[src/rtl/alu_mul_sequencer_if.sv]
// Handshake and ALU-sharing bundle between the execute-stage control unit,
// the shared ALU and the shift-add multiplier sequencer.
//   start, flush              : request / synchronous abort from control unit
//   multiplicand, multiplier  : operands (Rn, Rm)
//   alu_a, alu_b, alu_control : sequencer drive onto the shared ALU inputs
//   alu_sel                   : 1 = sequencer owns the ALU input mux
//   alu_result                : combinational ALU result, same cycle
//   busy, done, product       : status and registered result
interface alu_mul_sequencer_if #(
  parameter int WIDTH = 64
);
  logic             start;
  logic             flush;
  logic [WIDTH-1:0] multiplicand;
  logic [WIDTH-1:0] multiplier;
  logic [WIDTH-1:0] alu_a;
  logic [WIDTH-1:0] alu_b;
  logic [3:0]       alu_control;
  logic             alu_sel;
  logic [WIDTH-1:0] alu_result;
  logic             busy;
  logic             done;
  logic [WIDTH-1:0] product;

  // master: control unit + ALU side
  modport master (
    output start, flush, multiplicand, multiplier, alu_result,
    input  alu_a, alu_b, alu_control, alu_sel, busy, done, product
  );

  // slave: the sequencer
  modport slave (
    input  start, flush, multiplicand, multiplier, alu_result,
    output alu_a, alu_b, alu_control, alu_sel, busy, done, product
  );
endinterface

[src/rtl/alu_mul_sequencer.sv]
// Multi-cycle shift-add multiplier for LEGv8 MUL. Borrows the execute-stage
// ALU for one ADD (multiplier bit set) or OR-with-zero (bit clear) per cycle
// and returns the low WIDTH bits of the product (sign-agnostic).
// Ports:
//   clk      rising-edge clock
//   reset_n  asynchronous active-low reset
//   bus      alu_mul_sequencer_if.slave (see interface for signal list)
//
// state  | meaning
// -------+---------------------------------------------------------------
// S_IDLE | waiting for start; ALU released, outputs to the mux held at 0
// S_ITER | one shift-add step per cycle through the shared ALU
// S_DONE | one-cycle done pulse, product presented, then back to idle
module alu_mul_sequencer #(
  parameter int WIDTH = 64,
  parameter int CNT_W = 7
) (
  input logic                 clk,
  input logic                 reset_n,
  alu_mul_sequencer_if.slave  bus
);

  localparam logic [3:0] ALU_OR  = 4'b0001;
  localparam logic [3:0] ALU_ADD = 4'b0010;

  typedef enum logic [1:0] {
    S_IDLE = 2'd0,
    S_ITER = 2'd1,
    S_DONE = 2'd2
  } state_t;

  state_t           state_q, state_d;
  logic [WIDTH-1:0] acc_q, acc_d;
  logic [WIDTH-1:0] mcand_q, mcand_d;
  logic [WIDTH-1:0] mplier_q, mplier_d;
  logic [CNT_W-1:0] count_q, count_d;
  logic [WIDTH-1:0] product_q, product_d;

  always_ff @(posedge clk or negedge reset_n) begin
    if (!reset_n) begin
      state_q   <= S_IDLE;
      acc_q     <= '0;
      mcand_q   <= '0;
      mplier_q  <= '0;
      count_q   <= '0;
      product_q <= '0;
    end else begin
      state_q   <= state_d;
      acc_q     <= acc_d;
      mcand_q   <= mcand_d;
      mplier_q  <= mplier_d;
      count_q   <= count_d;
      product_q <= product_d;
    end
  end

  always_comb begin
    state_d         = state_q;
    acc_d           = acc_q;
    mcand_d         = mcand_q;
    mplier_d        = mplier_q;
    count_d         = count_q;
    product_d       = product_q;
    bus.alu_a       = '0;
    bus.alu_b       = '0;
    bus.alu_control = 4'd0;
    bus.alu_sel     = 1'b0;
    bus.busy        = 1'b0;
    bus.done        = 1'b0;
    bus.product     = product_q;

    case (state_q)
      S_IDLE: begin
        if (!bus.flush && bus.start) begin
          acc_d    = '0;
          mcand_d  = bus.multiplicand;
          mplier_d = bus.multiplier;
          count_d  = '0;
          state_d  = S_ITER;
        end
      end

      S_ITER: begin
        bus.busy    = 1'b1;
        bus.alu_sel = 1'b1;
        bus.alu_a   = acc_q;
        if (mplier_q[0]) begin
          bus.alu_b       = mcand_q;
          bus.alu_control = ALU_ADD;
        end else begin
          // OR with zero lets acc pass through the ALU unchanged
          bus.alu_b       = '0;
          bus.alu_control = ALU_OR;
        end
        acc_d    = bus.alu_result;
        mcand_d  = mcand_q << 1;
        mplier_d = mplier_q >> 1;
        count_d  = count_q + CNT_W'(1);
        if (bus.flush) begin
          state_d = S_IDLE;
        end else if ((mplier_q >> 1) == '0 ||
                     count_q == CNT_W'(WIDTH - 1)) begin
          // stop early once no set multiplier bits remain
          state_d = S_DONE;
        end
      end

      S_DONE: begin
        bus.busy = 1'b1;
        state_d  = S_IDLE;
        // a flush in this cycle suppresses the result entirely
        if (!bus.flush) begin
          bus.done    = 1'b1;
          bus.product = acc_q;
          product_d   = acc_q;
        end
      end

      default: state_d = S_IDLE;
    endcase
  end

endmodule

[src/flat_wrapper.sv]
// flat-port wrapper written by rule: the top's interface ports become plain ports
module alu_mul_sequencer_flat 
#(
  parameter int WIDTH = 64,
  parameter int CNT_W = 7
)
  (clk, reset_n, bus_start, bus_flush, bus_multiplicand, bus_multiplier, bus_alu_result, bus_alu_a, bus_alu_b, bus_alu_control, bus_alu_sel, bus_busy, bus_done, bus_product);
  alu_mul_sequencer_if #(.WIDTH(WIDTH)) bus_i ();
  input logic clk;
  input logic reset_n;
  input wire logic [$bits(bus_i.start)-1:0] bus_start;
  input wire logic [$bits(bus_i.flush)-1:0] bus_flush;
  input wire logic [$bits(bus_i.multiplicand)-1:0] bus_multiplicand;
  input wire logic [$bits(bus_i.multiplier)-1:0] bus_multiplier;
  input wire logic [$bits(bus_i.alu_result)-1:0] bus_alu_result;
  output wire logic [$bits(bus_i.alu_a)-1:0] bus_alu_a;
  output wire logic [$bits(bus_i.alu_b)-1:0] bus_alu_b;
  output wire logic [$bits(bus_i.alu_control)-1:0] bus_alu_control;
  output wire logic [$bits(bus_i.alu_sel)-1:0] bus_alu_sel;
  output wire logic [$bits(bus_i.busy)-1:0] bus_busy;
  output wire logic [$bits(bus_i.done)-1:0] bus_done;
  output wire logic [$bits(bus_i.product)-1:0] bus_product;
  assign bus_i.start = bus_start;
  assign bus_i.flush = bus_flush;
  assign bus_i.multiplicand = bus_multiplicand;
  assign bus_i.multiplier = bus_multiplier;
  assign bus_i.alu_result = bus_alu_result;
  assign bus_alu_a = bus_i.alu_a;
  assign bus_alu_b = bus_i.alu_b;
  assign bus_alu_control = bus_i.alu_control;
  assign bus_alu_sel = bus_i.alu_sel;
  assign bus_busy = bus_i.busy;
  assign bus_done = bus_i.done;
  assign bus_product = bus_i.product;
  alu_mul_sequencer #(.WIDTH(WIDTH), .CNT_W(CNT_W)) u_core (.clk(clk), .reset_n(reset_n), .bus(bus_i));
endmodule
[config.mk]
export PLATFORM = sky130hd
export DESIGN_NAME = alu_mul_sequencer_flat
export DESIGN_NICKNAME = d
export VERILOG_FILES = /design/src/rtl/alu_mul_sequencer_if.sv /design/src/rtl/alu_mul_sequencer.sv /design/src/flat_wrapper.sv
export SDC_FILE = /design/constraint.sdc
export NUM_CORES = 1
export LEC_CHECK = 0
export CORE_MARGIN = 10
export CORE_UTILIZATION = 42
export DETAILED_ROUTE_END_ITERATION = 16
export HOLD_SLACK_MARGIN = 0.1
export MAX_ROUTING_LAYER = met4
export PLACE_DENSITY_LB_ADDON = 0.2
export SETUP_SLACK_MARGIN = 0.1
export SYNTH_ARGS = -nofsm -noshare
export SYNTH_HDL_FRONTEND = slang
export SYNTH_SLANG_ARGS = --single-unit
[constraint.sdc]
create_clock -name clk -period 1.95 [get_ports clk]
set_input_delay 0.39 -clock clk [delete_from_list [all_inputs] [get_ports clk]]
set_output_delay 0.39 -clock clk [all_outputs]
set_load 0.05 [all_outputs]
==> impl_metrics.toml, run 1 <==
[outcome]
run_status = "complete, but fails checks"
violations_in_the_final_reports = "setup timing"

[yosys]
yosys_register_bits = 265
synth_common_cells = "sky130_fd_sc_hd__dfrtp_1, sky130_fd_sc_hd__o21ai_0, sky130_fd_sc_hd__nand2_1"
yosys.cell_count.top_type = "sky130_fd_sc_hd__dfrtp_1"
synthesis.area_um2 = 11980
netlist.area_leader.share_pct = 55.35
synth_async_sr_flop_share_pct = 100.0
post_synth_num_cell_types = 30
ys.warnings.count = 0
number_of_flops_mapped_to_enable_cells_by_yosys = 0
syn_avg_cell_area_um2 = 11.30
seq_area_frac_synth_pct = 55.35
synth.area.top_cells = "sky130_fd_sc_hd__dfrtp_1, sky130_fd_sc_hd__mux2i_1, sky130_fd_sc_hd__mux2_2"
synth_cells = 1060
ys.flop_type = "sky130_fd_sc_hd__dfrtp_1"
synth_largest_area_cell = "sky130_fd_sc_hd__dfrtp_1"

[cells_and_area]
nets = 1698
layout.core_utilization_pct = 74.51
post_route_cells_drive_above_1_share_pct = 36.45
syn_to_final_growth_pct = 73.74
final_design_area_no_fill_um2 = 20820

[clocking]
htreeDepth = 1
cts.sink_count = 265
clock_path_buffers = 3
clk_pin_slew_worst_paths_ps = 60
tritoncts = "done"
cts_buffers = 29
clock-root-buffer = "sky130_fd_sc_hd__clkbuf_16"
clock_latency_ps = 550

[sta]
timing_max_transition_violations_final = 0
rsz0062_at_grt = "yes"
tightest_slew_ps = 607.6
final_min_period_over_clock_period_pct = 130.2
fmax_mhz = 393.8
final-setup-viol-count = 380
final.min_clock_period_ps = 2539
whs_ps = 395.6
hold_viol_final = 0
fin_ws_ps = -589.3
max-slew-margin-rel_pct = 59.12
worst_clock_skew_ps = 14.93

[hold_path]
timing.hold.worst.class = "input pin to async pin"

[floorplanning]
initial_core_utilization_pct = 42.89
core_um2 = 27930
io_pins = 395
die_h_um = 188.9
die_area_um2 = 35680
die_width_um = 188.9
core.rowCount = 61

[pwr]
leakagePower_nw = 9.483
power_density_nw_per_um2 = 1712
fin_total_pwr_mw = 35.63
worst_ir_drop_vdd_uv = 730.9

[placement]
finalWeightedCongestion = 0.8063
dpl_cell_area_um2 = 18310
dp.final_hpwl_um = 30050
port_buffers = 392
dp_slack_ps = -373.7

[critical_path]
r2r-end = "u_core.state_q[0]"
worst_ep_required_time_ps = 1560
startpoint = "u_core.state_q[0]"
worstPathMaxFanout = 6
worst-r2r-setup-slack_ps = -200
worstSetupEndpoint = "bus_product[1]"
worst_setup_path_end_kind = "output port"
path_class = "flip-flop to output port"
worstPathArrival_ps = 2150
cp-start-kind = "flip-flop"
worst_r2r_path_depth = 7
worstReg2RegStart = "u_core.mplier_q[40]"

[global_route]
grt_antenna_before_repair = 5
gr-total-overflow = 0
track_usage_pct = 24.45
largest_net_degree_at_the_start_of_global_routing = 79
via_count_of_the_first_global_routing_pass = 10650
first_pass_grt_wire_length_um = 66860

[detailed_routing]
vias = 10340
dr.pass1.iters = 5
initialDrtViolationCount = 625
routed_wire_length_per_instance_um = 25.15
wl_um = 47860
drc_violations_left = 0
detail-route-antenna-nets = 0
post_drt_via_cell_ratio = 5.432

[flow_run]
max_cap_viol = 0
final cells by class:
cell class	count	area (µm²)
Tap cell	378	473.0
Clock inverter	14	201.4
Inverter	4	17.52
Multi-Input combinational cell	703	5694
Sequential cell	265	6633
Timing Repair Buffer	495	6970
Fill cell	1774	7119
Clock buffer	39	813.3
Antenna cell	5	12.51
worst max-delay path, cell delays in order, from the launching register on:
cell and delay (ps):
sky130_fd_sc_hd__dfrtp_1 380, sky130_fd_sc_hd__inv_2 90, sky130_fd_sc_hd__ha_4 140, sky130_fd_sc_hd__nand2b_4 150, sky130_fd_sc_hd__buf_12 190, sky130_fd_sc_hd__buf_16 140
sky130_fd_sc_hd__mux2_4 320, sky130_fd_sc_hd__buf_6 160
cell families after synthesis:
group                      after synthesis  synth area share (%)
AOI/OAI and AO/OA                      207                 10.96
adders and majority gates                4                0.4178
buffers and inverters                   93                 3.572
DFF                                    265                 55.35
muxes                                  193                 16.92
other                                    1               0.03130
and+or+nand+nor                        297                 12.75
state kept, by name, indices dropped and copies added, names as in the netlist:
register,flops
u_core.count_q,7
u_core.mcand_q,64
u_core.mplier_q,64
u_core.acc_q,64
u_core.state_q,2
u_core.product_q,64
through the flow:
stage	cells	setup TNS (ps)
after floorplan	1061	-2126
after global placement	1795	-44910
after detailed placement	1795	-57520
after CTS	1874	-113090
after global routing	1903	-145410
final	1903	-118870
layout by cell type, fill, tap and decap left out, types with 17 or more instances in the layout:
| master | Yosys | final |
|---|---|---|
| sky130_fd_sc_hd__dfrtp_1 | 265 | 264 |
| sky130_fd_sc_hd__clkdlybuf4s50_1 | 0 | 194 |
| sky130_fd_sc_hd__buf_12 | 0 | 158 |
| sky130_fd_sc_hd__o21ai_0 | 133 | 133 |
| sky130_fd_sc_hd__nand2_1 | 129 | 129 |
| sky130_fd_sc_hd__mux2i_1 | 126 | 126 |
| sky130_fd_sc_hd__a22o_1 | 70 | 70 |
| sky130_fd_sc_hd__and2_4 | 0 | 65 |
| sky130_fd_sc_hd__and3_4 | 0 | 64 |
| sky130_fd_sc_hd__mux2_4 | 0 | 63 |
| sky130_fd_sc_hd__buf_6 | 2 | 53 |
| sky130_fd_sc_hd__buf_4 | 2 | 48 |
| sky130_fd_sc_hd__clkbuf_16 | 0 | 40 |
| sky130_fd_sc_hd__buf_8 | 0 | 17 |
power breakdown:
group	switching (mW)	internal (mW)
Sequential	1.87	7.80
Clock	2.37	3.58
Combinational	10.5	9.54
how the worst min path moves through the flow:
stage          startpoint  cells after the start              endpoint
2_1_floorplan     reset_n                      0       u_core.acc_q[0]
3_3_place_gp      reset_n                      1  u_core.product_q[26]
3_5_place_dp      reset_n                      1  u_core.product_q[24]
4_1_cts           reset_n                      2  u_core.product_q[24]
5_1_grt           reset_n                      2  u_core.product_q[18]
6_report          reset_n                      2  u_core.product_q[18]
routing by layer:
layer	part of all wire [%]	track usage (%)	vias to the layer above	wire, µm
met2	51	40.82	423	24250
li1	-	-	4630	-
met4	3.4	7.814	0	1604
met1	39	28.22	5200	18480
met3	7.4	6.505	84	3520
met5	0	-	-	0
timing repair:
action / in CTS / in global routing
gates resized for setup: 119 / 64
setup buffers: 19 / 11
endpoints found under the hold margin: 50 / 0
pin swaps: 6 / 2
gates cloned: 7 / 14
hold buffers: 1 / 0
endpoints found under the setup margin: 361 / 398
No activity file was read; power rests on OpenSTA's default activity.
==> inputs of run 2 (changes only) <==
--- a/config.mk
+++ b/config.mk
@@ -7,6 +7,7 @@
 export LEC_CHECK = 0
 export CORE_MARGIN = 10
 export CORE_UTILIZATION = 42
+export CTS_BUF_LIST = sky130_fd_sc_hd__clkbuf_16
 export DETAILED_ROUTE_END_ITERATION = 16
 export HOLD_SLACK_MARGIN = 0.1
 export MAX_ROUTING_LAYER = met4
==> run 2 against run 1 <==
Net effect:
- the flow still finishes with violations (setup timing)
- sequential power about the same
- worst hold slack got worse by 12 ps
- clock power fell by 4.0%
- non-clock buffer count increased by 15
- combinational power increased by 2%
- routed wire length is 4.5% higher
- clock skew rose by 1.8 ps
- first-iteration DRC count grew 23%
- final cell count rose by 1.1%
- register-to-register slack worse by 50 ps
- largest power group unchanged
- via count up 3.0%
- die area stayed put
==> impl_metrics.toml, run 2 (synthesis results as in run 1) <==
[critical_path]
critical_path_cell_count = 7
worst-r2r-setup-slack_ps = -250
cpPeakStageDelay_ps = 400
cp_num_buf_inv = 4
worst_r2r_path_depth = 9
critical_path_cell_list = "inv_2 -> ha_4 -> nand2b_4 -> buf_12 -> clkbuf_16 -> mux2_4 -> buf_6"
r2r-end = "u_core.acc_q[23]"
worst_setup_path_end_kind = "output port"
cp-start-kind = "flip-flop"
worstPathArrival_ps = 2160
worstReg2RegStart = "u_core.state_q[0]"
worst_ep_required_time_ps = 1560
worstPathMaxFanout = 6
cp_top_family = "buffers and inverters"
slowest_stage_cell_crit_path = "sky130_fd_sc_hd__dfrtp_1"
path_class = "flip-flop to output port"

[sta]
tightest_slew_ps = 567.4
hold_viol_final = 0
final-setup-viol-count = 365
timing_max_transition_violations_final = 0
max-slew-margin-rel_pct = 62.17
setup-tns-final_ps = -112430
final.min_clock_period_ps = 2552
rsz0062_at_grt = "yes"
fmax_mhz = 391.9
worst_clock_skew_ps = 16.75
final_min_period_over_clock_period_pct = 130.9
fin_ws_ps = -601.7

[floorplanning]
core.rowCount = 61
core_um2 = 27930
initial_core_utilization_pct = 42.89
die_width_um = 188.9
die_h_um = 188.9
die_area_um2 = 35680
io_pins = 395

[clocking]
clock-root-buffer = "sky130_fd_sc_hd__clkbuf_16"
clock_latency_ps = 560
clk_pin_slew_worst_paths_ps = 60
htreeDepth = 1
tritoncts = "done"
cts_buffers = 29
clock_path_buffers = 3
cts.sink_count = 265

[detailed_routing]
initialDrtViolationCount = 769
vias = 10650
detail-route-antenna-nets = 0
post_drt_via_cell_ratio = 5.538
dr.pass1.iters = 5
wl_um = 50010
routed_wire_length_per_instance_um = 26.01
drc_violations_left = 0

[outcome]
run_status = "complete, but fails checks"
violations_in_the_final_reports = "setup timing"

[cells_and_area]
post_route_cells_drive_above_1_share_pct = 36.94
syn_to_final_growth_pct = 75.62
mostFrequentLayoutCell = "sky130_fd_sc_hd__dfrtp_1"
most_frequent_cells_in_the_layout = "sky130_fd_sc_hd__dfrtp_1, sky130_fd_sc_hd__clkdlybuf4s50_1, sky130_fd_sc_hd__buf_12, sky130_fd_sc_hd__o21ai_0, sky130_fd_sc_hd__nand2_1"
final_cell_count_no_fill = 1923
nets = 1713
layout.core_utilization_pct = 75.32
fillerInstances = 1715

[pwr]
leakagePower_nw = 9.619
power_density_nw_per_um2 = 1703
worst_ir_drop_vdd_uv = 753.5
fin_total_pwr_mw = 35.83

[placement]
dp_slack_ps = -373.7
dpl.cell_count = 1795
finalWeightedCongestion = 0.8063
dp.final_hpwl_um = 30050
port_buffers = 392

[global_route]
largest_net_degree_at_the_start_of_global_routing = 79
first_pass_grt_wire_length_um = 66630
gr-total-overflow = 0
via_count_of_the_first_global_routing_pass = 10650
track_usage_pct = 24.29
grt_antenna_before_repair = 9

[flow_run]
max_cap_viol = 0

[hold_path]
timing.hold.worst.class = "input pin to async pin"
run 2: cell types whose count changed in the layout (fill, tap and decap cells not counted), moves of 2 or more:
| cell | previous run | this run |
|---|---|---|
| sky130_fd_sc_hd__clkinv_1 | 0 | 5 |
| sky130_fd_sc_hd__buf_16 | 11 | 13 |
| sky130_fd_sc_hd__inv_1 | 2 | 6 |
| sky130_fd_sc_hd__diode_2 | 5 | 10 |
| sky130_fd_sc_hd__buf_4 | 48 | 59 |
| sky130_fd_sc_hd__clkbuf_8 | 5 | 0 |
| sky130_fd_sc_hd__buf_12 | 158 | 153 |
| sky130_fd_sc_hd__clkbuf_1 | 5 | 0 |
| sky130_fd_sc_hd__buf_6 | 53 | 28 |
| sky130_fd_sc_hd__buf_8 | 17 | 48 |
run 2: routing by layer:
layer,track usage (%),share of wire (%),vias up
met5,-,0,-
met2,40.05,50,519
met4,8.852,4.4,0
met1,28.05,38,5333
met3,6.468,7.7,120
li1,-,-,4677
run 2: through the flow:
stage	area (µm²)	hold slack [ps]
6_report	21040	383.4
5_1_grt	21040	429.5
4_1_cts	20110	391.2
3_5_place_dp	18310	383.6
3_3_place_gp	18310	380.3
2_1_floorplan	12620	94.41
run 2: area by class of cell:
| type | count | area, µm² | share of cell area [%] |
|---|---|---|---|
| Timing Repair Buffer | 510 | 7217 | 34.30 |
| Tap cell | 378 | 473.0 | 2.248 |
| Antenna cell | 10 | 25.02 | 0.1189 |
| Sequential cell | 265 | 6633 | 31.52 |
| Clock buffer | 29 | 725.7 | 3.449 |
| Multi-Input combinational cell | 703 | 5708 | 27.13 |
| Inverter | 4 | 20.02 | 0.09515 |
| Clock inverter | 24 | 239.0 | 1.136 |
run 2: worst max path at each step:
stage | endpoint | from | slack [ps]
detailed placement | bus_product[26] | bus_flush | -370
CTS | bus_product[18] | u_core.state_q[1] | -550
global route | bus_product[33] | u_core.state_q[0] | -640
global placement | bus_product[13] | bus_flush | -300
finish | bus_product[33] | u_core.state_q[0] | -600
floorplan | bus_product[14] | u_core.state_q[0] | -40
run 2: power breakdown:
part / total [mW] / switching (mW) / internal (mW) / leakage [nW]
combinational: 20.4 / 10.7 / 9.73 / 5.74
clock: 5.70 / 2.35 / 3.35 / 0.495
sequential: 9.70 / 1.90 / 7.80 / 3.39
run 2: timing repair:
action,in CTS,in global routing
hold buffers,1,0
buffers inserted,14,25
gates resized for setup,136,85
setup endpoints to repair,361,398
pin swaps,10,15
endpoints found under the hold margin,50,0
cloned,7,19
